[config.mk]
export PLATFORM = sky130hd
export DESIGN_NAME = ncpu32k_pipe_skid
export DESIGN_NICKNAME = d
export VERILOG_FILES = /design/src/rtl/ncpu32k_pipe_skid_pkg.sv /design/src/rtl/ncpu32k_cell_dff_lr.sv /design/src/rtl/ncpu32k_pipe_skid.sv
export SDC_FILE = /design/constraint.sdc
export NUM_CORES = 1
export LEC_CHECK = 0
export ABC_AREA = 1
export ABC_CLOCK_PERIOD_IN_PS = 1900
export BUFFER_PORTS_ARGS = -buffer_cell sky130_fd_sc_hd__buf_2
export CAP_MARGIN = 20
export CORE_MARGIN = 1
export CORE_UTILIZATION = 29
export DETAILED_ROUTE_END_ITERATION = 16
export GPL_ROUTABILITY_DRIVEN = 0
export GPL_TIMING_DRIVEN = 0
export HOLD_SLACK_MARGIN = 0.06
export PLACE_DENSITY = 0.47
export RECOVER_POWER = 25
export SYNTH_ARGS = -nofsm -noshare
export SYNTH_HDL_FRONTEND = slang
export SYNTH_SLANG_ARGS = --single-unit
[constraint.sdc]
create_clock -name clk_i -period 1.9 [get_ports clk_i]
set_clock_uncertainty 0.1 [all_clocks]
set_input_delay 0.095 -clock clk_i [delete_from_list [all_inputs] [get_ports clk_i]]
set_output_delay 0.095 -clock clk_i [all_outputs]
set_load 0.005 [all_outputs]
[src/rtl/ncpu32k_pipe_skid_pkg.sv]
// Shared widths and state encoding for the ncpu32k skid-buffered pipeline stage.
package ncpu32k_pipe_skid_pkg;

    localparam int unsigned SKID_DW      = 32;
    localparam int unsigned SKID_STATE_W = 2;

    // Bit 1 is IN_READY and bit 0 is OUT_VALID, so both handshake outputs are flop bits.
    // 2'b00 is the only illegal encoding.
    typedef enum logic [SKID_STATE_W-1:0] {
        SKID_FULL  = 2'b01,
        SKID_EMPTY = 2'b10,
        SKID_BUSY  = 2'b11
    } skid_state_e;

endpackage

[src/rtl/ncpu32k_cell_dff_lr.sv]
// D flip-flop bank with synchronous active-low reset and load enable.
module ncpu32k_cell_dff_lr #(
    parameter int unsigned       DW         = 1,
    parameter logic [DW-1:0]     RST_VECTOR = '0
) (
    input  logic          clk_i,
    input  logic          rst_n_i,
    input  logic          we_i,
    input  logic [DW-1:0] d_i,
    output logic [DW-1:0] q_o
);

    always_ff @(posedge clk_i) begin
        if (!rst_n_i) begin
            q_o <= RST_VECTOR;
        end else if (we_i) begin
            q_o <= d_i;
        end
    end

endmodule

[src/rtl/ncpu32k_pipe_skid.sv]
// One pipeline register stage with a skid register: full throughput, IN_READY straight
// from a flop, and no combinational OUT_READY -> IN_READY path.
module ncpu32k_pipe_skid
    import ncpu32k_pipe_skid_pkg::*;
#(
    parameter int unsigned   DW         = SKID_DW,
    parameter logic [DW-1:0] RST_VECTOR = '0
) (
    input  logic          clk_i,
    input  logic          rst_n_i,
    input  logic          flush_i,
    input  logic          in_valid_i,
    output logic          in_ready_o,
    input  logic [DW-1:0] in_data_i,
    output logic          out_valid_o,
    input  logic          out_ready_i,
    output logic [DW-1:0] out_data_o
);

    logic [SKID_STATE_W-1:0] state_q;
    logic [SKID_STATE_W-1:0] state_d;
    logic [DW-1:0]           main_q;
    logic [DW-1:0]           main_d;
    logic [DW-1:0]           skid_q;
    logic                    main_we_c;
    logic                    skid_we_c;
    logic                    acc_in_c;
    logic                    acc_out_c;

    assign in_ready_o  = state_q[1];
    assign out_valid_o = state_q[0];
    assign out_data_o  = main_q;

    assign acc_in_c  = in_valid_i & in_ready_o;
    assign acc_out_c = out_valid_o & out_ready_i;

    // Next-state and data-register load enables
    always_comb begin
        state_d   = state_q;
        main_d    = in_data_i;
        main_we_c = 1'b0;
        skid_we_c = 1'b0;

        case (state_q)
            SKID_EMPTY: begin
                if (acc_in_c) begin
                    state_d   = SKID_BUSY;
                    main_we_c = 1'b1;
                end
            end
            SKID_BUSY: begin
                if (acc_in_c && acc_out_c) begin
                    main_we_c = 1'b1;
                end else if (acc_in_c) begin
                    state_d   = SKID_FULL;
                    skid_we_c = 1'b1;
                end else if (acc_out_c) begin
                    state_d = SKID_EMPTY;
                end
            end
            SKID_FULL: begin
                if (acc_out_c) begin
                    state_d   = SKID_BUSY;
                    main_d    = skid_q;
                    main_we_c = 1'b1;
                end
            end
            default: begin
                state_d = SKID_EMPTY;
            end
        endcase

        // Flush only clears occupancy; payload registers keep their contents
        if (flush_i) begin
            state_d   = SKID_EMPTY;
            main_we_c = 1'b0;
            skid_we_c = 1'b0;
        end
    end

    ncpu32k_cell_dff_lr #(
        .DW         (SKID_STATE_W),
        .RST_VECTOR (SKID_EMPTY)
    ) u_state (
        .clk_i   (clk_i),
        .rst_n_i (rst_n_i),
        .we_i    (1'b1),
        .d_i     (state_d),
        .q_o     (state_q)
    );

    ncpu32k_cell_dff_lr #(
        .DW         (DW),
        .RST_VECTOR (RST_VECTOR)
    ) u_main (
        .clk_i   (clk_i),
        .rst_n_i (rst_n_i),
        .we_i    (main_we_c),
        .d_i     (main_d),
        .q_o     (main_q)
    );

    ncpu32k_cell_dff_lr #(
        .DW         (DW),
        .RST_VECTOR (RST_VECTOR)
    ) u_skid (
        .clk_i   (clk_i),
        .rst_n_i (rst_n_i),
        .we_i    (skid_we_c),
        .d_i     (in_data_i),
        .q_o     (skid_q)
    );

`ifdef NCPU_ENABLE_ASSERT
    always_ff @(posedge clk_i) begin
        if (rst_n_i) begin
            if ($isunknown(in_valid_i)) $fatal(1, "ncpu32k_pipe_skid: in_valid_i is X");
            if ($isunknown(out_ready_i)) $fatal(1, "ncpu32k_pipe_skid: out_ready_i is X");
            if (state_q == SKID_STATE_W'(0)) $fatal(1, "ncpu32k_pipe_skid: illegal state");
        end
    end
`endif

endmodule
## Yosys cells after proc, flatten, opt, wreduce, memory -nomap -nowiden

Index checks and enable logic that the tools add are counted.

- Register bits after elaboration: 66
- Bits of input ports: 37
- Output and inout port bits: 34
- Logic and storage cells: 32

- Eq/ne operators: 7
- Bitwise logic cells: 3
- Mux-type cells: 16
- Reduce and logical (&&, ||, !) cells: 3

Operators by type and width:

| operator | number |
|---|---|
| $mux 32 | 2 |
| $mux 2 | 5 |
| $mux 1 | 7 |
| $ne 2x2->1 const B | 3 |
| $pmux 2 s3 | 1 |
| $eq 2x2->1 const B | 2 |
| $reduce_and 4->1 | 1 |
| $ne 3x3->1 const B | 1 |
| $pmux 1 s3 | 1 |
| $and 1x1->1 | 2 |
| $eq 2x1->1 const B | 1 |
| $reduce_or 2->1 | 1 |
| $logic_and 1x1->1 | 1 |
| $not 1->1 | 1 |

## Longest topological paths before layout

Gate-level depths: netlist of the first run.

- Depth after elaboration: 5
- Gate-level depth with buffers: 12

## By module

Synthesis of the first run repeated with hierarchy kept, for this count alone.

- Cell total of the unflattened synthesis: 535
- Area, all modules: 3221.8 µm²

Modules (own cells, without submodules):

| module | area an instance (µm²) | cells each | times used |
|---|---|---|---|
| ncpu32k_cell_dff_lr (u_main ...) | 1335.0 | 202 | 2 |
| ncpu32k_pipe_skid | 476.7 | 120 | 1 |
| ncpu32k_cell_dff_lr (u_state) | 75.1 | 11 | 1 |

## Worst setup path after synthesis of the first run

OpenSTA, ideal clock, no wires.

- Path kind: flip-flop to flip-flop
- From: register u_state.q_o[0]
- To: register u_main.q_o[10]
- Cell stages (with the launch flop): 11
- Clock period less this slack: 1876 ps
- Setup time: 64 ps
- Setup slack: 24 ps
- Arrival time: 1712 ps
- Path through: dfxtp_1 > buf_6 > buf_2 > inv_1 > ha_1 > nor2_1 > inv_1 > nor2_4 > buf_6 > nor2_1 > nor2_1

- Longest elaborated chain between the ends: 5
- Elaborated cells on any way between the ends: 11
- Classes of those cells: eq/ne: 3; mux: 6; bitwise: 1; reduce/logical: 1

RTL lines:

| element | line | text |
|---|---|---|
| from (decl) | ncpu32k_cell_dff_lr.sv:10 | `output logic [DW-1:0] q_o` |
| from (signal assigned) | ncpu32k_cell_dff_lr.sv:17 | `q_o <= d_i;` |
| $and 1x1->1 | ncpu32k_pipe_skid.sv:35 | `assign acc_out_c = out_valid_o & out_ready_i;` |
| $logic_and 1x1->1 | ncpu32k_pipe_skid.sv:52 | `if (acc_in_c && acc_out_c) begin` |
| $mux 1 | ncpu32k_pipe_skid.sv:52 |  |
| $pmux 1 s3 | ncpu32k_pipe_skid.sv:44 | `case (state_q)` |
| $mux 1 | ncpu32k_pipe_skid.sv:74 | `if (flush_i) begin` |
| to (signal assigned) | ncpu32k_cell_dff_lr.sv:17 |  |
| to (decl) | ncpu32k_cell_dff_lr.sv:10 |  |

Several ways; a longest one is shown, not always the timed one.
A chain may end at the register's enable or synchronous reset.

## Final worst setup path of the first run

- From: register u_state.q_o[0]
- To: register u_main.q_o[13]

The elaborated chain is that of the path after synthesis.

==> summary.md, run 1 <==
| Metric | Value |
|---|---|
| Number of synthesized register bits | `66` |
| First-pass GRT wire length | `15230 um` |
| Non-filler cells, final | `768` |
| Startpoint Class | `flop` |
| Clk pwr share | `38.1%` |
| Crit-path max cell delay | `0.36 ns` |
| DP Cell Count | `714` |
| Initial DRC Count | `114` |
| Synth warn | `0` |
| Die Height | `109.0 um` |
| Clk root buf | `clkbuf_16` |
| Slowest CP cell | `dfxtp_4` |
| CTS tree | `built` |
| Nets | `667` |
| Starting Density | `30.25%` |
| Setup TNS Final | `0 ns` |
| Pint | `2.687 mW` |
| Synth area leaders | `dfxtp_1 (40%), nor2_1 (15%), nand2_1 (12%)` |
| Total track usage | `16.85%` |
| Clock buffer depth | `2` |
| Maximum clock frequency | `561.0 MHz` |
| Vias in the first global route | `3131` |
| Peak supply drop | `0.5211 mV` |
| Hold Vio Cnt, Final | `0` |
| Crit-path cells | `buf_8, buf_8, inv_2, ha_4, nand3_2, nand2_2, inv_1, nand2_4, buf_4, nand3_1, nand2_1, nor2_1` |
| CTS Sinks | `66` |
| Post-Syn Nets | `547` |
| RSZ-0062 raised after global routing | `false` |
| Hold WC Path Type | `in2reg` |
| Remaining antenna violation count | `0` |
| Share of layout cells above drive strength 1 | `20.22%` |
| Largest net degree at the start of global routing | `11` |
| Max Fanout on Critical Path | `10` |
| Slew margin rel. | `64.00%` |
| WL final | `9282 um` |
| Leakage power | `2.240 nW` |
| Num CTS Buffers | `9` |
| Cell accounting for the most synthesized area | `dfxtp_1` |
| Drt pass-1 iters | `4` |
| Clk pin slew, worst setup/hold paths | `0.05 ns` |
| Clk_lat worst skew | `0.33 ns` |
| Final period util | `93.82%` |
| Htree depth | `3` |
| Commonest non-fill, non-tap cell in the layout | `nor2_1` |
| Critical path endpoint category | `flop` |
| Final HPWL DP | `6378 um` |
| Area of the mapped netlist | `3322 um2` |
| Status | `completed` |
| Most frequent cells in the layout | `nor2_1 (133), nand2_1 (108), buf_2 (69), dfxtp_1 (64), inv_1 (42)` |
| Worst Setup Path Type | `reg2reg` |
| Comb pwr share | `20.3%` |
| Core box area | `10980 um2` |
| Synthesis-to-layout area growth | `36.46%` |
| GRT overflow | `0` |
| Net switching component of the power | `1.001 mW` |
| Total die area | `11890 um2` |
| Ports | `71` |
| Pins Over Slew Limit | `0` |
| Max_cap viols | `0` |
| DR vias/cell | `4.460` |
| Number of diodes | `0` |
| Min Tclk post-route | `1.783 ns` |
| Sequential group share of total power | `41.5%` |
| Final setup viols | `0` |
| Netlist cell types | `20` |
| Worst slack at placement | `-0.7058 ns` |
| Antenna violations before repair | `0` |
| Switching Fraction | `27.15%` |
| # DRC | `0` |
| Cells after Synth | `506` |
| Critical path required time | `2.02 ns` |
| Worst path most repeated cell | `buf_8` |
| Yosys top cell area share | `39.77%` |
| Pwr Density | `813.7 nW/um2` |
| Worst setup margin | `0.1175 ns` |
| Via count | `3425` |
| # rows | `38` |
| Port Buffers | `68` |
| Post-Syn Area per Cell | `6.565 um2` |
| Die width | `109.0 um` |
| Worst slew pin tran | `0.5400 ns` |
| Arrival @ worst endpoint | `1.90 ns` |
| Register area share after synthesis | `39.77%` |
| WL/cell | `12.09 um` |
[critical path: cells and delay by family, from the launching register on]
| kind | cells | cell delay (ns) |
|---|---|---|
| fa+ha+maj | 1 | 0.13 |
| flops | 1 | 0.36 |
| buf+inv | 5 | 0.57 |
| simple gates | 6 | 0.51 |
[synthesized netlist by cell type, drive strengths merged]
master / number
buf: 27
clkbuf: 10
dfxtp: 66
ha: 4
inv: 45
nand2: 113
nand3: 38
nand4: 32
nor2: 139
o21ai: 32
[stage by stage]
| step | power, mW | util, % | hold slack, ns | cell area, um2 |
|---|---|---|---|---|
| floorplan | 1.987 | - | 0.1204 | 3322 |
| finish | 3.689 | 41.27 | 0.08643 | 4533 |
| CTS | 3.711 | 40.57 | 0.06879 | 4456 |
| global placement | 2.201 | 34.94 | 0.2601 | 3837 |
| global route | 3.918 | 41.27 | 0.1237 | 4533 |
| detailed placement | 2.209 | 34.94 | 0.2680 | 3837 |
[logic make-up after synthesis]
group           Yosys count  share of synthesized area, %
fa+ha+maj                 4                         1.507
simple gates            322                         41.81
buf+inv                  82                         12.09
compound gates           32                         4.821
flops                    66                         39.77
[registers in the layout, indices dropped and copies added, names as in the netlist]
name and cells:
u_main.q_o 32, u_state.q_o 2, u_skid.q_o 32
[power by group through the flow]
stage	Clock, mW	Combinational (mW)	Sequential, mW
after floorplan	0	0.419	1.57
final	1.41	0.750	1.53
after detailed placement	0	0.644	1.56
after global routing	1.52	0.853	1.54
after global placement	0	0.639	1.56
after CTS	1.46	0.717	1.54
[layout make-up]
type	instances	area, um2
well taps	140	175.2
inverters	45	168.9
flip-flops and latches	66	1329
plain buffers	37	254.0
multi-input cells	358	1639
clock inverters	1	5.005
clock buffers	12	236.5
repair buffers	109	725.7
fillers	1198	6450
[final timing paths]
kind	cells after the start	endpoint	start	slack [ns]
min reg2reg	2	u_main.q_o[30]	u_main.q_o[30]	0.37
max	12	u_main.q_o[13]	u_state.q_o[0]	0.12
min	3	u_skid.q_o[18]	rst_n_i	0.09
max reg2reg	12	u_main.q_o[13]	u_state.q_o[0]	0.12
[what timing repair did]
item,in CTS,in global routing
resized for setup,8,18
endpoints found under the setup margin,32,32
cloned,0,3
setup buffers,3,2
hold buffers,33,0
pin swaps,2,2
hold endpoints to repair,34,0
[per-layer routing]
metal / up-vias / GRT usage, % / routed length [um]
li1: 1820 / - / -
met3: 12 / 4.005 / 445
met1: 1514 / 21.30 / 4367
met4: 0 / 6.467 / 158
met5: - / 0 / 0
met2: 79 / 27.54 / 4311
No activity file was read; power rests on OpenSTA's default activity.
==> run 2: changes to the inputs <==
Settings changed: BUFFER_PORTS_ARGS -buffer_cell sky130_fd_sc_hd__buf_2 to not set, CORE_UTILIZATION 29 to 25, DONT_BUFFER_PORTS set to 1, PLACE_DENSITY 0.47 to 0.37, TNS_END_PERCENT set to 100.
==> run 2 against run 1 <==
Effect of this change: sequential cell count unchanged; sequential power hardly changed; non-clock buffer count fell by 68; clock-buffer cell count stayed put; first-iteration DRC count up 20%; combinational power fell by 17%; register-to-register slack hardly changed; die area rose by 16%; cell count is 4.4% lower.
==> summary.md, run 2 (synthesis gave the netlist of run 1 again) <==
| Metric | Value |
|---|---|
| Max_cap viols | `0` |
| Pwr Density | `897.9 nW/um2` |
| RSZ-0062 raised after global routing | `false` |
| Design Area, Final | `4268 um2` |
| Maximum clock frequency | `561.9 MHz` |
| Top Registers | `u_main.q_o x32, u_skid.q_o x32, u_state.q_o x2` |
| Startpoint Class | `flop` |
| Hold Vio Cnt, Final | `0` |
| DP Cell Count | `678` |
| # DRC | `0` |
| Core box area | `12770 um2` |
| Drt pass-1 iters | `4` |
| Arrival @ worst endpoint | `1.92 ns` |
| Commonest non-fill, non-tap cell in the layout | `nor2_1` |
| Remaining antenna violation count | `0` |
| Port Buffers | `0` |
| Min Tclk post-route | `1.780 ns` |
| Die width | `117.3 um` |
| Peak supply drop | `0.3405 mV` |
| Worst slack at placement | `-0.7437 ns` |
| DP Area | `3537 um2` |
| WL/cell | `13.39 um` |
| Final setup viols | `0` |
| Total die area | `13750 um2` |
| Total track usage | `15.62%` |
| Fill cells | `1423` |
| Critical path endpoint category | `flop` |
| Max Fanout on Critical Path | `8` |
| Clk root buf | `clkbuf_16` |
| Hold_ws | `0.1022 ns` |
| Critical path required time | `2.04 ns` |
| Worst slew pin tran | `0.6077 ns` |
| Multi-input gate area | `1634 um2` |
| Largest net degree at the start of global routing | `11` |
| Ports | `71` |
| GRT overflow | `0` |
| Status | `completed` |
| Slew margin rel. | `59.49%` |
| Vias in the first global route | `3194` |
| Non-filler cells, final | `734` |
| Register area | `1329 um2` |
| Starting Density | `26.01%` |
| # rows | `41` |
| Post-layout util | `33.41%` |
| Clock buffer depth | `2` |
| Htree depth | `3` |
| WL final | `9829 um` |
| Die Height | `117.3 um` |
| Number of diodes | `0` |
| First-pass GRT wire length | `16000 um` |
| Clk pin slew, worst setup/hold paths | `0.05 ns` |
| Final period util | `93.66%` |
| Nets | `599` |
| CTS tree | `built` |
| CTS Sinks | `66` |
| Worst setup margin | `0.1205 ns` |
| Num CTS Buffers | `9` |
| Worst Setup Path Type | `reg2reg` |
| Most frequent cells in the layout | `nor2_1 (128), nand2_1 (108), dfxtp_1 (64), inv_1 (43), nand3_1 (36)` |
| Pins Over Slew Limit | `0` |
| Hold WC Path Type | `in2reg` |
| Final HPWL DP | `6801 um` |
| Initial DRC Count | `137` |
| Clk_lat worst skew | `0.34 ns` |
| Synthesis-to-layout area growth | `28.47%` |
| Leakage power | `1.990 nW` |
| Antenna violations before repair | `0` |
| Via count | `3282` |
| Share of layout cells above drive strength 1 | `12.81%` |
| DR vias/cell | `4.471` |
run 2: cell types whose count changed in the layout (fill, tap and decap cells not counted), moves of 2 or more:
| cell | delta |
|---|---|
| clkbuf_1 | -11 |
| buf_8 | -2 |
| nand3_2 | -2 |
| nor2_2 | +4 |
| nand3_1 | +2 |
| nor2_1 | -5 |
| buf_2 | -56 |
run 2: routing by layer:
metal  GRT usage, %  wire length [um]  vias to the layer above
met2          25.45              4518                       82
li1               -                 -                     1698
met5              0                 0                        -
met3          5.767               622                       12
met1          19.21              4584                     1490
met4          4.557               104                        0
run 2: path summary, 6_finish.rpt:
path / startpoint / endpoint / slack [ns] / cells after the start
hold / removal: rst_n_i / u_skid.q_o[31] / 0.10 / 3
setup reg to reg: u_state.q_o[1] / u_main.q_o[15] / 0.12 / 11
setup / recovery: u_state.q_o[1] / u_main.q_o[15] / 0.12 / 11
hold reg to reg: u_skid.q_o[30] / u_skid.q_o[30] / 0.38 / 2
run 2: cell type report:
type / count / share of cell area (%)
multi-input cells: 358 / 38.29
flip-flops and latches: 66 / 31.13
repair buffers: 42 / 9.381
clock buffers: 12 / 5.775
plain buffers: 36 / 5.482
well taps: 172 / 5.043
inverters: 45 / 3.958
clock inverters: 3 / 0.9381
run 2: repair_timing:
action | in CTS | in global routing
pin swaps | 2 | 2
endpoints found under the setup margin | 32 | 32
setup buffers | 6 | 1
hold buffers | 34 | 0
resized for setup | 9 | 11
hold endpoints to repair | 66 | 0
gates cloned | 1 | 0
run 2: metrics by stage:
stage	total power, mW	TNS (ns)
2_1_floorplan	1.987	0
3_3_place_gp	2.112	-22.83
3_5_place_dp	2.117	-22.74
4_1_cts	3.908	0
5_1_grt	4.069	0
6_report	3.832	0
run 2: power by group:
group	switching [mW]	internal (mW)
Sequential	0.0722	1.48
Combinational	0.361	0.263
Clock	0.612	1.04
Total	1.04	2.79
run 2: worst max-delay path, cell delays in order, from the launching register on:
cell      delay [ns]
dfxtp_4         0.40
inv_1           0.07
ha_1            0.20
buf_6           0.14
nand3_4         0.10
nand2_2         0.09
nor2_4          0.10
nor2_4          0.05
buf_4           0.14
clkbuf_4        0.16
nor2_1          0.09
nor2_1          0.05
